### config.mk
export PLATFORM = sky130hd
export DESIGN_NAME = gate_truth_table_tester
export DESIGN_NICKNAME = d
export VERILOG_FILES = /design/src/rtl/gate_truth_table_tester.sv
export SDC_FILE = /design/constraint.sdc
export NUM_CORES = 1
export LEC_CHECK = 0
export ABC_AREA = 0
export BUFFER_PORTS_ARGS = -buffer_cell sky130_fd_sc_hd__buf_2
export CAP_MARGIN = 10
export CORE_MARGIN = 5
export CORE_UTILIZATION = 56
export CTS_CLUSTER_DIAMETER = 40
export DETAILED_ROUTE_END_ITERATION = 8
export GPL_TIMING_DRIVEN = 0
export HOLD_SLACK_MARGIN = 0.06
export PLACE_DENSITY = 0.89
export SKIP_CTS_REPAIR_TIMING = 1
export SLEW_MARGIN = 20
export SYNTH_ARGS = -nofsm -noshare
export SYNTH_HDL_FRONTEND = slang
export SYNTH_SLANG_ARGS = --single-unit
### constraint.sdc
create_clock -name clk_in -period 5 [get_ports clk_in]
set_input_delay 0.25 -clock clk_in [delete_from_list [all_inputs] [get_ports clk_in]]
set_output_delay 0.25 -clock clk_in [all_outputs]
set_load 0.01 [all_outputs]
### src/rtl/gate_truth_table_tester.sv
//------------------------------------------------------------------------------
// Module   : gate_truth_table_tester
// Purpose  : Walks a two-input gate block through all four input vectors and
//            checks its eight results against the truth table.
// Revision : 1.0 - initial release
//------------------------------------------------------------------------------
`default_nettype none

module gate_truth_table_tester #(
    parameter int SETTLE_CYCLES = 2,
    parameter int CNT_W         = 4
) (
    input  logic       clk_in,
    input  logic       rst_in,
    input  logic       start_in,
    input  logic [7:0] gate_bus_in,
    output logic       a_out,
    output logic       b_out,
    output logic       busy_out,
    output logic       done_out,
    output logic       pass_out,
    output logic [7:0] fail_mask_out,
    output logic [3:0] fail_vec_out
);

    typedef enum logic [1:0] {
        S_IDLE   = 2'd0,
        S_SETTLE = 2'd1,
        S_SAMPLE = 2'd2,
        S_DONE   = 2'd3
    } state_t;

    localparam logic [CNT_W-1:0] c_settle_last = CNT_W'(SETTLE_CYCLES - 1);

    state_t           r_state;
    logic [1:0]       r_vec;
    logic [CNT_W-1:0] r_cnt;

    logic [7:0]       w_expected;
    logic [7:0]       w_mism;
    logic [7:0]       w_mask_next;

    // Bit order: [0] and, [1] or, [2] xor, [3] a-not, [4] b-not, [5] nand, [6] nor, [7] xnor
    always_comb begin
        w_expected = 8'hF8;
        case (r_vec)
            2'd0: w_expected = 8'hF8;
            2'd1: w_expected = 8'h2E;
            2'd2: w_expected = 8'h36;
            2'd3: w_expected = 8'h83;
            default: w_expected = 8'hF8;
        endcase
    end

    assign w_mism      = gate_bus_in ^ w_expected;
    assign w_mask_next = fail_mask_out | w_mism;

    // The vector index is itself the registered a/b drive.
    assign a_out = r_vec[1];
    assign b_out = r_vec[0];

    always_ff @(posedge clk_in) begin
        if (rst_in) begin
            r_state       <= S_IDLE;
            r_vec         <= 2'd0;
            r_cnt         <= '0;
            busy_out      <= 1'b0;
            done_out      <= 1'b0;
            pass_out      <= 1'b0;
            fail_mask_out <= 8'h00;
            fail_vec_out  <= 4'h0;
        end else begin
            case (r_state)
                S_IDLE: begin
                    if (start_in) begin
                        r_vec         <= 2'd0;
                        r_cnt         <= '0;
                        busy_out      <= 1'b1;
                        pass_out      <= 1'b0;
                        fail_mask_out <= 8'h00;
                        fail_vec_out  <= 4'h0;
                        r_state       <= S_SETTLE;
                    end
                end
                S_SETTLE: begin
                    r_cnt <= r_cnt + 1'b1;
                    if (r_cnt == c_settle_last) begin
                        r_state <= S_SAMPLE;
                    end
                end
                S_SAMPLE: begin
                    fail_mask_out <= w_mask_next;
                    if (w_mism != 8'h00) begin
                        fail_vec_out[r_vec] <= 1'b1;
                    end
                    if (r_vec == 2'd3) begin
                        // Summary is published on entry so it is valid alongside done_out.
                        done_out <= 1'b1;
                        busy_out <= 1'b0;
                        pass_out <= (w_mask_next == 8'h00);
                        r_state  <= S_DONE;
                    end else begin
                        r_vec   <= r_vec + 2'd1;
                        r_cnt   <= '0;
                        r_state <= S_SETTLE;
                    end
                end
                S_DONE: begin
                    done_out <= 1'b0;
                    r_state  <= S_IDLE;
                end
                default: r_state <= S_IDLE;
            endcase
        end
    end

endmodule

`default_nettype wire

# Word-level counts from Yosys, hierarchy flattened
# Index checks and enable logic that the tools add are counted.
# totals
reg_bits,23
output_inout_bits,17
input_bits,11
elab_cells,67
# classes
muxes,25
n_bitwise,3
n_eq_ne,12
reduce_logical,15
n_lt_le_gt_ge,2
n_addsub,2
# ops
op,count
case mux 8 bit (4 select lines),1
case mux 8 bit (2 select lines),1
two-way mux 4 bit,3
case mux 4 bit (3 select lines),1
AND reduction 3 bit,4
two-way mux 2 bit,5
"!= test 2 bit, second input constant",5
"equality test 2 bit, second input constant",4
zero test 8 bit,1
two-way mux 8 bit,1
OR 8 bit,1
case mux 2 bit (4 select lines),1
case mux 4 bit (2 select lines),1
nonzero test 8 bit,1
XOR 8 bit,1
two-way mux 1 bit,6
case mux 1 bit (2 select lines),3
AND reduction 2 bit,3
"adder 4 x 1 -> 4 bit, second input constant",1
"equality test 2 x 1 -> 1 bit, second input constant",2
"equality test 4 x 1 -> 1 bit, second input constant",1
zero test 2 bit,2
OR 4 bit,1
case mux 2 bit (2 select lines),1
7 further kinds,8

# Longest topological paths before layout
# logic_depth
word_depth,7
ltp_mapped,7
mapped_depth_nobuf,6

# Least setup slack after synthesis
# Ideal clock, no wire load.
# synth_timing
path_kind,register to register
from,reg r_vec[1]
to,reg fail_vec_out[0]
setup_slack_ps,3123
period_less_slack_ps,1877
n_path_buf,0
t_required_ps,4883
setup_ps,117
stages_incl_launch_ff,7
t_arrival_ps,1760
cell_sequence,dfxtp_1 inv_1 ha_1 or4b_1 nand3_1 nand4_2 a32o_1
# synth_via
elab_chain_len,7
word_cells_on_any_way,17
cone_classes,order compare (2); eq/ne (4); mux (5); bitwise (2); reduce/logical (4)
# synth_lines
element,line,text
"start, declared",36,logic [1:0] r_vec;
"start signal, assigned",103,r_vec <= r_vec + 2'd1;
< comparator 2 x 3 -> 1 bit (implied by the code) or >= comparator 2 x 1 -> 1 bit (tied branches),94,fail_vec_out[r_vec] <= 1'b1;
logical AND 1 bit (implied by the code),94,
two-way mux 1 bit (implied by the code),94,
demux 1 bit (select 2 bit),94,
OR 4 bit (no source line),--,
two-way mux 4 bit,93,if (w_mism != 8'h00) begin
case mux 4 bit (2 select lines),73,case (r_state)
"end signal, assigned",71,fail_vec_out <= 4'h0;
"end signal, assigned",81,fail_vec_out <= 4'h0;
"end signal, assigned by index",94,
"end, declared",23,output logic [3:0] fail_vec_out
# Several ways; a longest one is shown, not always the timed one. The select of a mux whose other input is x is not followed.
# A chain may end at the register's enable or synchronous reset.

# Worst setup path after layout
# layout_timing
from,reg r_vec[1]
to,reg fail_vec_out[2]
# Same word-level chain as after synthesis.

==> impl_metrics.env <==
export IMPL_status="finished, final reports clean"
export IMPL_synthTopCellsByCount="23 x dfxtp_1, 17 x nor2_1, 8 x a22oi_1, 8 x ha_1, 8 x o21ai_0"
export IMPL_root_buffer="clkbuf_4"
export IMPL_netlist_cell_type_count=38
export IMPL_grt_pass1_vias=1077
export IMPL_synthesis_area_um2=1220
export IMPL_syn_num_nets=153
export IMPL_cts_buffer_depth=2
export IMPL_clock_sinks=23
export IMPL_setup_tns_ns=0
export IMPL_synth_area_per_cell_um2=9.08
export IMPL_yosysTopAreaCell="dfxtp_1"
export IMPL_fin_crit_ns=2.04
export IMPL_ys_warn_count=0
export IMPL_critPathMaxStageDelay_ns=0.51
export IMPL_drive_above_1_share_pct=23.8
export IMPL_crit_slowest_cell="or4b_1"
export IMPL_max_slew_margin_rel_pct=68.4
export IMPL_grt_util_all_layers_pct=18.0
export IMPL_place_hpwl_um=2100
export IMPL_cp_end_kind="register"
export IMPL_path_buf_inv=1
export IMPL_h_tree_depth=1
export IMPL_ant_nets=0
export IMPL_grt_first_pass_wirelength_um=4640
export IMPL_routedWlPerCell_um=14.6
export IMPL_dieWidth_um=56.6
export IMPL_yosys_most_used_dff="dfxtp_1"
export IMPL_drv_slew=0
export IMPL_area_delta_synth_final_pct=15.7
export IMPL_skew_ns=0.0168
export IMPL_fillCellCount=163
export IMPL_criticalPathCategory="register to register"
export IMPL_p_leak_uw=0.000609
export IMPL_gp_congestion=0.817
export IMPL_worst_pin_slew_ns=0.474
export IMPL_cts_tree="built"
export IMPL_num_antenna_cells=0
export IMPL_synth_enable_flop_cells=0
export IMPL_nNetsFinal=184
export IMPL_p_total_uw=322
export IMPL_dr_first_iter_drc_count=58
export IMPL_hold_viol=0
export IMPL_die_area_um2=3200
export IMPL_async_reset_ff_share_pct=0
export IMPL_grt_max_degree=14
export IMPL_yosysTopAreaCellShare_pct=37.9
export IMPL_dr_pass1_iters=4
export IMPL_wl_um=2780
export IMPL_whs_ns=0.286
export IMPL_ys_ff_latch=23
export IMPL_antenna_found_initial=0
export IMPL_fmax_ghz=0.491
export IMPL_yosysMostFrequentCell="dfxtp_1"
export IMPL_vias=1112
export IMPL_ios=28
export IMPL_worst_setup_path_start_kind="register"
export IMPL_ir_drop_uv=169
export IMPL_cap_violations=0
export IMPL_drc_errors=0
export IMPL_io_buffers=26
export IMPL_finalSetupViolations=0
export IMPL_final_core_util_pct=69.6
export IMPL_initial_core_util_pct=60.1
export IMPL_period_share_pct=40.7
export IMPL_path_cells="inv_1, ha_1, or4b_1, nand3_1, nand4_2, a32o_1"
export IMPL_min_path_type="primary input to register"
export IMPL_cts_made_buffers=3
export IMPL_crit_required_ns=5.22
export IMPL_crit_family="simple AND/OR/NAND/NOR gates"
export IMPL_worst_ep_arrival_time_ns=2.25
export IMPL_seq_area_frac_synth_pct=37.9
export IMPL_power_density_nw_per_um2=229
export IMPL_path_max_fanout=5
export IMPL_synth_area_leaders="dfxtp_1 38%, ha_1 8.2%, nor2_1 5.2%, a22oi_1 4.9%, xor2_1 3.6%"
export IMPL_rsz0062_at_grt="no"
export IMPL_fp_coreArea_um2=2020
export IMPL_synth_cells=134
export IMPL_vias_per_cell=5.82
export IMPL_die_h_um=56.6
export IMPL_clock_latency_ns=0.33
export IMPL_clk_pin_slew_worst_paths_ns=0.14
export IMPL_core_rowCount=16
export IMPL_overflow=0
==> through the flow <==
step | std cells | setup slack, ns | cell area [um^2]
detailed placement | 187 | 3.00 | 1380
global route | 191 | 2.85 | 1410
floorplan | 134 | 3.12 | 1220
finish | 191 | 2.96 | 1410
global placement | 187 | 3.06 | 1380
CTS | 191 | 2.96 | 1410
==> layout make-up <==
class,instances,area (um^2),area share [%]
inverters,6,22.5,1.60
plain buffers,7,63.8,4.53
well taps,27,33.8,2.40
flip-flops and latches,23,460,32.7
clock buffers,3,22.5,1.60
repair buffers,26,130,9.24
multi-input cells,98,669,47.6
clock inverters,1,5.00,0.356
==> power by group <==
part | switching (uW) | leakage (uW) | internal, uW
sequential | 2.88 | 0.000186 | 187
clock | 59.6 | 0.0000177 | 30.0
combinational | 24.0 | 0.000405 | 18.6
total | 86.5 | 0.000609 | 235
==> cells in the final DEF (no fill, tap or decap), types with 2 or more instances in the layout <==
cell type and n:
buf_2 26, dfxtp_1 23, nor2_1 17, o21ai_0 8, a22oi_1 8, ha_1 8
inv_1 6, nand3_1 6, xor2_1 5, nand2_1 5, a21oi_1 5, xnor2_1 4
a32o_1 4, or3_1 3, clkbuf_4 3, clkbuf_1 2, nor2b_1 2, clkbuf_8 2
o31ai_1 2, nand3b_1 2, nor3_1 2, a32oi_1 2
==> flip-flops by register name, indices dropped and copies added (netlist names) <==
| signal | flops |
|---|---|
| r_vec | 2 |
| fail_mask_out | 8 |
| r_cnt | 4 |
| pass_out | 1 |
| done_out | 1 |
| busy_out | 1 |
| fail_vec_out | 4 |
| r_state | 2 |
==> worst register-to-register path: cells and delay by family (launching register included) <==
kind / cells / cell delay (ns)
adders and majority gates: 1 / 0.26
buffers and inverters: 1 / 0.12
AOI/OAI and AO/OA: 1 / 0.31
DFF: 1 / 0.44
and+or+nand+nor: 3 / 0.80
==> layer usage <==
layer	GRT usage, %	wire length [um]	vias to the layer above	part of all wire [%]
li1	-	-	544	-
met1	23.0	1280	531	46
met2	30.4	1320	35	48
met3	4.36	156	2	5.6
met4	4.41	20	0	0.72
met5	0	0	-	0
==> cells by family (layout without fill, tap and decap cells) <==
family | after synthesis | count (layout) | share of synthesized area, %
xor+xnor | 9 | 9 | 6.48
mux | 1 | 1 | 0.823
flops | 23 | 23 | 37.9
compound gates | 33 | 33 | 18.6
simple gates | 47 | 47 | 20.9
fa+ha+maj | 8 | 8 | 8.23
buf+inv | 13 | 43 | 7.10
==> path summary, 6_finish.rpt <==
| check | startpoint | cells past startpoint | end | slack [ns] |
|---|---|---|---|---|
| worst max-delay path | r_vec[1] | 6 | fail_vec_out[2] | 2.96 |
| worst min-delay path | rst_in | 2 | r_state[1] | 0.29 |
| worst max register to register | r_vec[1] | 6 | fail_vec_out[2] | 2.96 |
| worst min register to register | fail_vec_out[3] | 1 | fail_vec_out[3] | 0.49 |
No activity file was read; power rests on OpenSTA's default activity.
